[config.mk]
export PLATFORM = sky130hd
export DESIGN_NAME = reg_file
export DESIGN_NICKNAME = d
export VERILOG_FILES = /design/src/rtl/reg_file.sv
export SDC_FILE = /design/constraint.sdc
export NUM_CORES = 1
export LEC_CHECK = 0
export ABC_AREA = 1
export CAP_MARGIN = 40
export CORE_ASPECT_RATIO = 1.25
export CORE_UTILIZATION = 40
export CTS_BUF_LIST = sky130_fd_sc_hd__clkbuf_8
export DETAILED_ROUTE_END_ITERATION = 10
export GPL_ROUTABILITY_DRIVEN = 0
export HOLD_SLACK_MARGIN = 0.03
export PLACE_DENSITY_LB_ADDON = 0.15
export SKIP_CTS_REPAIR_TIMING = 1
export SLEW_MARGIN = 25
export SYNTH_ARGS = -nofsm -noshare
export SYNTH_HDL_FRONTEND = slang
export SYNTH_SLANG_ARGS = --single-unit
[constraint.sdc]
create_clock -name clk -period 3.88 [get_ports clk]
set_input_delay 0.776 -clock clk [delete_from_list [all_inputs] [get_ports clk]]
set_output_delay 0.776 -clock clk [all_outputs]
set_load 0.03 [all_outputs]
[src/rtl/reg_file.sv]
// Multi-port two-phase register file with LC-3 NZP condition codes: capture on posedge, commit on negedge.
// Optional read-after-write forwarding during clk high when REG_FILE_BYPASS_EN is defined.
module reg_file_cell #(
    parameter int WIDTH = 16
) (
    input  logic             clk,
    input  logic             rst,
    input  logic             we,
    input  logic [WIDTH-1:0] d,
    output logic [WIDTH-1:0] stg,
    output logic [WIDTH-1:0] cmt
);
    always_ff @(posedge clk) begin
        if (rst)
            stg <= '0;
        else if (we)
            stg <= d;
    end

    always_ff @(negedge clk) begin
        cmt <= stg;
    end
endmodule

module reg_file #(
    parameter int WIDTH  = 16,
    parameter int DEPTH  = 8,
    parameter int ADDR_W = $clog2(DEPTH)
) (
    input  logic              clk,
    input  logic              rst,
    input  logic              wr_en,
    input  logic [ADDR_W-1:0] wr_addr,
    input  logic [WIDTH-1:0]  wr_data,
    input  logic              cc_en,
    input  logic [ADDR_W-1:0] rd_addr_a,
    output logic [WIDTH-1:0]  rd_data_a,
    input  logic [ADDR_W-1:0] rd_addr_b,
    output logic [WIDTH-1:0]  rd_data_b,
    output logic [2:0]        cc_out
);
    logic [DEPTH-1:0][WIDTH-1:0] stg;
    logic [DEPTH-1:0][WIDTH-1:0] cmt;
    logic [2:0] stg_cc;
    logic [2:0] cmt_cc;
    logic [2:0] cc_next;

    // Addresses >= DEPTH match no cell, so such writes drop out naturally.
    for (genvar i = 0; i < DEPTH; i++) begin : g_cell
        reg_file_cell #(.WIDTH(WIDTH)) u_cell (
            .clk (clk),
            .rst (rst),
            .we  (wr_en && (wr_addr == ADDR_W'(i))),
            .d   (wr_data),
            .stg (stg[i]),
            .cmt (cmt[i])
        );
    end

    always_comb begin
        cc_next = 3'b001;
        if (wr_data[WIDTH-1])
            cc_next = 3'b100;
        else if (wr_data == '0)
            cc_next = 3'b010;
    end

    always_ff @(posedge clk) begin
        if (rst)
            stg_cc <= 3'b010;
        else if (cc_en)
            stg_cc <= cc_next;
    end

    always_ff @(negedge clk) begin
        cmt_cc <= stg_cc;
    end

`ifdef REG_FILE_BYPASS_EN
    // Remember what the last posedge captured so clk-high reads can forward it.
    logic              pend_wr;
    logic              pend_cc;
    logic [ADDR_W-1:0] pend_addr;
    logic [WIDTH-1:0]  pend_data;

    always_ff @(posedge clk) begin
        if (rst) begin
            pend_wr <= 1'b0;
            pend_cc <= 1'b0;
        end else begin
            pend_wr <= wr_en && (32'(wr_addr) < DEPTH);
            pend_cc <= cc_en;
        end
        pend_addr <= wr_addr;
        pend_data <= wr_data;
    end
`endif

    always_comb begin
        rd_data_a = '0;
        rd_data_b = '0;
        cc_out    = cmt_cc;
        for (int i = 0; i < DEPTH; i++) begin
            if (rd_addr_a == ADDR_W'(i))
                rd_data_a = cmt[i];
            if (rd_addr_b == ADDR_W'(i))
                rd_data_b = cmt[i];
        end
`ifdef REG_FILE_BYPASS_EN
        if (clk && pend_wr && (rd_addr_a == pend_addr))
            rd_data_a = pend_data;
        if (clk && pend_wr && (rd_addr_b == pend_addr))
            rd_data_b = pend_data;
        if (clk && pend_cc)
            cc_out = stg_cc;
`endif
    end
endmodule

# After elaboration in Yosys (flattened, before gate mapping)
# Cells that the tools add are included.
# op_classes
n_reduce_logical	12
n_eq_ne	21
mux	18
# op_table
operator	n
$mux 16	16
$eq 3x3->1 const B	12
$eq 3x2->1 const B	6
$logic_not 16->1	1
$eq 3x1->1 const B	3
$logic_not 3->1	3
$logic_and 1x1->1	8
$mux 3	1
$mux 2	1
# word_totals
out_inout_bits	35
reg_bits	262
word_cells	69

# Depth between registers and ports, before layout
# Gate-level depths: netlist (run 1).
# depth
depth_word	9
ltp_mapped	7
mapped_depth_nobuf	6

# By module
# From an unflattened synthesis (run 1), not the netlist that was laid out.
# hier_totals
cells_unflattened	1420
hier_area_um2	10495.1
# by_module_without_submodules
mod	seq_area_each_um2	area_each_um2	cells_per_inst	instances
reg_file_cell	640.6	994.7	118	8
reg_file	120.1	2537.4	476	1

==> results of run 1 <==
-- synth_stat cells (all sizes together) --
master,n
clkinv,16
buf,66
nand4,164
inv,33
a21oi,2
nor3,7
nand2,109
dfxtp,262
nor2,203
a211oi,128
nand3,35
clkbuf,17
-- state kept, by name, summed over array words and instances, names as in the netlist --
register / cells
cc_out: 3
g_cell.u_cell.cmt: 128
g_cell.u_cell.stg: 128
stg_cc: 3
-- worst min-delay path, cell delays in order (launching register included) --
cell and delay, ps:
dfxtp_1 310, nand2_1 60, a21oi_1 60
-- logic make-up after synthesis --
kind of cell | after synthesis
and+or+nand+nor | 518
DFF | 262
AOI/OAI and AO/OA | 130
buffers and inverters | 132
-- placed cells by master (no fill, tap or decap) --
master,synthesis,final
dfxtp_1,262,234
nor2_1,198,178
nand4_1,164,164
inv_1,18,160
nand2_1,106,106
a211oi_1,101,101
clkbuf_8,0,46
nand3_1,35,29
dfxtp_2,0,28
a211oi_2,27,27
clkdlybuf4s50_1,0,27
buf_6,7,26
clkinv_1,16,25
buf_4,19,24
nor2_2,1,20
inv_2,11,11
buf_12,0,7
nor3_4,6,6
nand3_2,0,6
clkinv_2,0,6
nor2_4,4,5
inv_4,4,4
nand2_2,3,3
bufinv_16,0,3
clkbuf_2,0,3
a21oi_1,2,2
nor3_1,1,1
clkinvlp_2,0,1
clkinvlp_4,0,1
buf_16,0,1
-- per-layer routing --
layer	track usage [%]	vias up	wire length, um
met5	0	-	0
met4	11.5	0	1100
met3	3.23	68	1070
met2	42.4	230	14700
met1	28.7	3957	12200
li1	-	4075	-
-- how the worst max path moves through the flow --
stage | to | slack (ps) | depth (start not counted)
after CTS | rd_data_b[13] | -550 | 5
after detailed placement | rd_data_b[13] | 60 | 5
after global routing | rd_data_b[1] | -570 | 5
after floorplan | rd_data_a[1] | 330 | 4
after global placement | rd_data_a[13] | 60 | 5
final | rd_data_b[9] | -460 | 5
-- area by class of cell --
type                    instances  area, um2  area share (%)
clock buffers                  46        633            5.37
clock inverters               163        703            5.96
inverters                      48        190            1.61
multi-input cells             648       3710            31.4
flip-flops and latches        262       5280            44.8
well taps                     288        360            3.05
repair buffers                 88        926            7.85
-- power groups by stage --
stage	combinational, W	clock (W)	sequential (W)
2_1_floorplan	0.000276	0.000206	0.00288
3_3_place_gp	0.000442	0.000206	0.00289
3_5_place_dp	0.000445	0.000206	0.00289
4_1_cts	0.000446	0.00294	0.00284
5_1_grt	0.000490	0.00317	0.00285
6_report	0.000461	0.00289	0.00285
-- through the flow --
stage / worst slack (ps) / utilization (%) / TNS, ps / total power (W) / std cells
floorplan: 329 / - / 0 / 0.00336 / 1042
global placement: 56.6 / 44.1 / 0 / 0.00354 / 1334
detailed placement: 57.2 / 44.1 / 0 / 0.00354 / 1334
CTS: -546 / 49.9 / -15260 / 0.00623 / 1542
global route: -566 / 50.9 / -14920 / 0.00651 / 1543
finish: -463 / 50.9 / -12430 / 0.00620 / 1543
==> metrics.md, run 1 <==
| Metric | Value |
|---|---|
| Synth top area share | `~55%` |
| Adder-Cell Fraction of Synth Area | `0%` |
| Pins over their slew limit | `0` |
| Hold_ws | `roughly 480 ps` |
| Site row count | `62` |
| Seq/Total Area, Yosys | `55.0%` |
| GRT Total Usage | `about 24%` |
| Die width | `between 100 and 150 um` |
| Hold Violations, Final | `0` |
| Area post-placement | `10,200 um2` |
| Via Count | `8,330` |
| R2R setup slack | `approximately 1500 ps` |
| Slew of the pin with the lowest slew margin | `~800 ps` |
| Final Skew | `between 40 and 50 ps` |
| Grt ovf | `0` |
| Slew HR | `46.7%` |
| Critical path buffers and inverters | `1` |
| P_int | `around 0.0044 W` |
| Reg2Reg Depth | `0` |
| Synthesized area per cell | `9.16 um2` |
| Htree depth | `2` |
| Quantity of I/O buffers inserted on ports | `63` |
| CTS sink count | `around 260` |
| Via-to-Cell Ratio | `roughly 5.4` |
| Yosys reg bits | `between 200 and 300` |
| Cell Area, Synth | `around 9500 um2` |
| Worst Path Max Fanout | `2` |
| CP endpoint kind | `output pin` |
| Final antenna-violating net count | `0` |
| Peak supply drop | `between 300 and 400 uV` |
| Post-Syn Instances | `about 1,000` |
| Netlist cell types | `22` |
| Sequential Power Share | `between 40% and 50%` |
| Initial Utilization | `between 40% and 50%` |
| Setup violators final | `32` |
| Max-cap violations | `0` |
| Setup ws final | `-463 ps` |
| Pin count of the biggest net entering global routing | `75` |
| Power density over cell area | `526 nW/um2` |
| DR WL/cell | `18.8 um` |
| CTS tree | `built` |
| Hold Crit Endpoint | `stg_cc[0]` |
| Worst Hold Depth | `2` |
| Sw frac | `between 20% and 30%` |
| Critical Path Source Type | `flip-flop` |
| Core Box Area | `around 23,000 um2` |
| DIE HEIGHT | `between 150 and 200 um` |
| Mux share of post-synthesis cell area | `0%` |
| Ant diodes | `0` |
| Final layout net count | `approximately 1,300` |
| Critical path launch point | `g_cell[1].u_cell.cmt[9]` |
| Area delta synth->final | `23.7%` |
| Clock share of power | `46.7%` |
| Clk Latency, worst-skew pair | `just under 600 ps` |
| Worst R2R End | `g_cell[1].u_cell.cmt[14]` |
| Syn Nets | `~1,100` |
| Crit path largest cell delay | `330 ps` |
| Compound-cell area share of the yosys netlist | `between 10 and 15%` |
| Initial antenna violation count | `0` |
| Post-synth top area cell | `dfxtp_1` |
| Comb pwr share | `between 7 and 8%` |
| Root buf cell | `clkbuf_8` |
| Inserted Clock Buffers | `43` |
| Post-Synth XOR/XNOR Area | `0%` |
| Setup repair after global routing missed its margin | `true` |
| Worst Path Required | `roughly 3100 ps` |
| Largest family of logic cells by synthesized area | `simple AND/OR/NAND/NOR gates` |
| First-pass DRT Iterations | `5` |
| Leak pwr | `4.78 nW` |
| Largest delay contributor family on the critical path | `simple AND/OR/NAND/NOR gates` |
| Cell mode on critical path | `nand4_1` |
| Total Wirelength | `about 29,000 um` |
| Hold Path Origin | `stg_cc[0]` |
| Critical-path cell list | `nand4_1 -> nand4_1 -> nor2_1 -> nand4_1 -> buf_6` |
| Boundary Pins | `64` |
| Critical path arrival | `around 3600 ps` |
| DR iter-0 viols | `between 500 and 600` |
| Sw Pwr | `roughly 0.0018 W` |
| Synth warn | `0` |
| Post-synthesis simple-gate area fraction | `between 20% and 30%` |
| Failing checks | `negative setup slack` |
| CP max-delay cell | `dfxtp_2` |
| Die Area | `between 20,000 and 25,000 um2` |
| Top area cells in the synthesized netlist | `dfxtp_1 55%, nand4_1 11%, a211oi_1 7.9%` |
| Type of the most critical hold path | `flip-flop to flip-flop` |
| Hpwl dp | `approximately 17,000 um` |
| Reg clk slew, reported paths | `approximately 60 ps` |
| Residual DRC | `0` |
| Max Buffers Root-to-Sink | `3` |
| Design Area, Final | `11,800 um2` |
| Vias in the first global route | `7,941` |
| Fill cells | `around 2,200` |
| First-pass GRT wire length | `44,500 um` |
| Run status | `complete, but fails checks` |
| RR Startpoint | `g_cell[1].u_cell.stg[14]` |
| Fraction of layout cells with a size suffix above 1 | `18.2%` |
| Crit Path Category | `flip-flop to output pin` |
(Power assumes the default switching activity.)
==> run 2, diff against run 1 <==
--- a/config.mk
+++ b/config.mk
@@ -8,6 +8,7 @@
 export ABC_AREA = 1
 export CAP_MARGIN = 40
 export CORE_ASPECT_RATIO = 1.25
+export CORE_MARGIN = 5
 export CORE_UTILIZATION = 40
 export CTS_BUF_LIST = sky130_fd_sc_hd__clkbuf_8
 export DETAILED_ROUTE_END_ITERATION = 10
==> metrics.md, run 2 (synthesis results as in run 1) <==
| Metric | Value |
|---|---|
| Worst Path Max Fanout | `2 (unchanged)` |
| Max-cap violations | `0 (unchanged)` |
| Critical path arrival | `3610 ps (+40 ps)` |
| Clk Latency, worst-skew pair | `570 ps (-20 ps)` |
| Total Wirelength | `29,200 um (+0.55%)` |
| Hpwl dp | `18,100 um (+3.7%)` |
| DIE HEIGHT | `183 um (+4.6%)` |
| First-pass GRT wire length | `45,100 um (+1.3%)` |
| Final Power | `0.00628 W (+1.3%)` |
| Root buf cell | `clkbuf_8` |
| First-pass DRT Iterations | `5 (unchanged)` |
| Hold Violations, Final | `0 (unchanged)` |
| Die Area | `27,100 um2 (+11%)` |
| Worst Path Required | `3100 ps (about the same)` |
| Site row count | `63 (+1.6%)` |
| Pins over their slew limit | `0 (unchanged)` |
| Max Buffers Root-to-Sink | `3 (unchanged)` |
| Slew HR | `47.1% (+0.39 points)` |
| Power density over cell area | `529 nW/um2 (+0.57%)` |
| Vias in the first global route | `7,971 (+0.38%)` |
| Via-to-Cell Ratio | `5.36 (-0.67%)` |
| Setup repair after global routing missed its margin | `true` |
| Final antenna-violating net count | `0 (unchanged)` |
| Fraction of layout cells with a size suffix above 1 | `18.9% (+0.71 points)` |
| Type of the most critical hold path | `flip-flop to flip-flop` |
| Initial antenna violation count | `0 (unchanged)` |
| Slew of the pin with the lowest slew margin | `793 ps (-4.61 ps)` |
| Fill cells | `2,306 (+3.3%)` |
| Crit Path Category | `flip-flop to output pin` |
| Area delta synth->final | `24.6%` |
| Failing checks | `negative setup slack` |
| Setup ws final | `-506 ps (-42.8 ps)` |
| Pre-CTS setup slack | `33.4 ps (-23.8 ps)` |
| Inserted Clock Buffers | `43 (unchanged)` |
| Peak supply drop | `235 uV (-24%)` |
| Htree depth | `2 (unchanged)` |
| Final Skew | `36.3 ps (-10.1 ps)` |
| Grt ovf | `0 (unchanged)` |
| Ant diodes | `0 (unchanged)` |
| Setup violators final | `32 (unchanged)` |
| Die width | `148 um (+5.7%)` |
| CP endpoint kind | `output pin` |
| CTS tree | `built` |
| Most frequent cells in the layout | `234 x dfxtp_1, 175 x nor2_1, 164 x nand4_1` |
| Run status | `complete, but fails checks` |
| Reg clk slew, reported paths | `70 ps (about the same)` |
| Leak pwr | `4.80 nW (+0.46%)` |
| Commonest non-fill, non-tap cell in the layout | `dfxtp_1` |
| Critical Path Source Type | `flip-flop` |
| Core Box Area | `23,600 um2 (+2.0%)` |
| Final layout net count | `1,255 (+0.32%)` |
| DR iter-0 viols | `643 (+22%)` |
| Design Area, Final | `11,900 um2 (+0.72%)` |
| Quantity of I/O buffers inserted on ports | `63 (unchanged)` |
| Area post-placement | `10,300 um2 (+0.66%)` |
| Via Count | `8,328 (-0.024%)` |
| GRT Total Usage | `21.6% (-2.4 points)` |
| DR WL/cell | `18.8 um (about the same)` |
| Boundary Pins | `64 (unchanged)` |
| CTS sink count | `262 (unchanged)` |
| Pin count of the biggest net entering global routing | `59 (-21%)` |
| Initial Utilization | `40.3% (-0.79 points)` |
| Largest regs | `g_cell.u_cell.cmt (128), g_cell.u_cell.stg (128)` |
| Residual DRC | `0 (unchanged)` |
-- run 2: worst paths after layout --
check                                             start                      end  slack (ps)  cells after the start
worst min-delay path                          stg_cc[0]                stg_cc[0]         480                      2
worst min register to register                stg_cc[0]                stg_cc[0]         480                      2
worst max-delay path            g_cell[1].u_cell.cmt[5]             rd_data_b[5]        -510                      5
worst max register to register  g_cell[0].u_cell.stg[6]  g_cell[0].u_cell.cmt[6]        1500                      0
-- run 2: worst max-delay path: stages, from the launching register on --
cell and delay, ps:
dfxtp_2 310, nand4_1 80, nand4_1 150, nor2_1 150
nand4_1 200, buf_6 210
-- run 2: layout make-up --
type | instances | area, um2 | area share (%)
multi-input cells | 648 | 3690 | 31.1
clock inverters | 162 | 707 | 5.95
inverters | 48 | 190 | 1.60
repair buffers | 92 | 973 | 8.19
flip-flops and latches | 262 | 5280 | 44.4
well taps | 292 | 365 | 3.07
clock buffers | 49 | 674 | 5.67
-- run 2: through the flow --
stage / cells / TNS [ps] / hold WS, ps / util, %
6_report: 1553 / -12820 / 481 / 50.3
5_1_grt: 1553 / -15450 / 503 / 50.3
4_1_cts: 1552 / -16140 / 479 / 49.4
3_5_place_dp: 1342 / 0 / 469 / 43.6
3_3_place_gp: 1341 / 0 / 460 / 43.5
2_1_floorplan: 1042 / 0 / 434 / -
-- run 2: power breakdown --
group | switching, W | internal, W | total [W]
clock | 0.00143 | 0.00154 | 0.00297
combinational | 0.000318 | 0.000145 | 0.000464
sequential | 0.0000455 | 0.00280 | 0.00285
-- run 2: metal layers --
metal  global-route usage (%)  up-vias  share of wire [%]
met4                     12.9        0                5.9
met3                     3.38       95                6.2
met1                     25.8     3821                 40
li1                         -     4088                  -
met2                     36.5      324                 48
met5                        0        -                  0
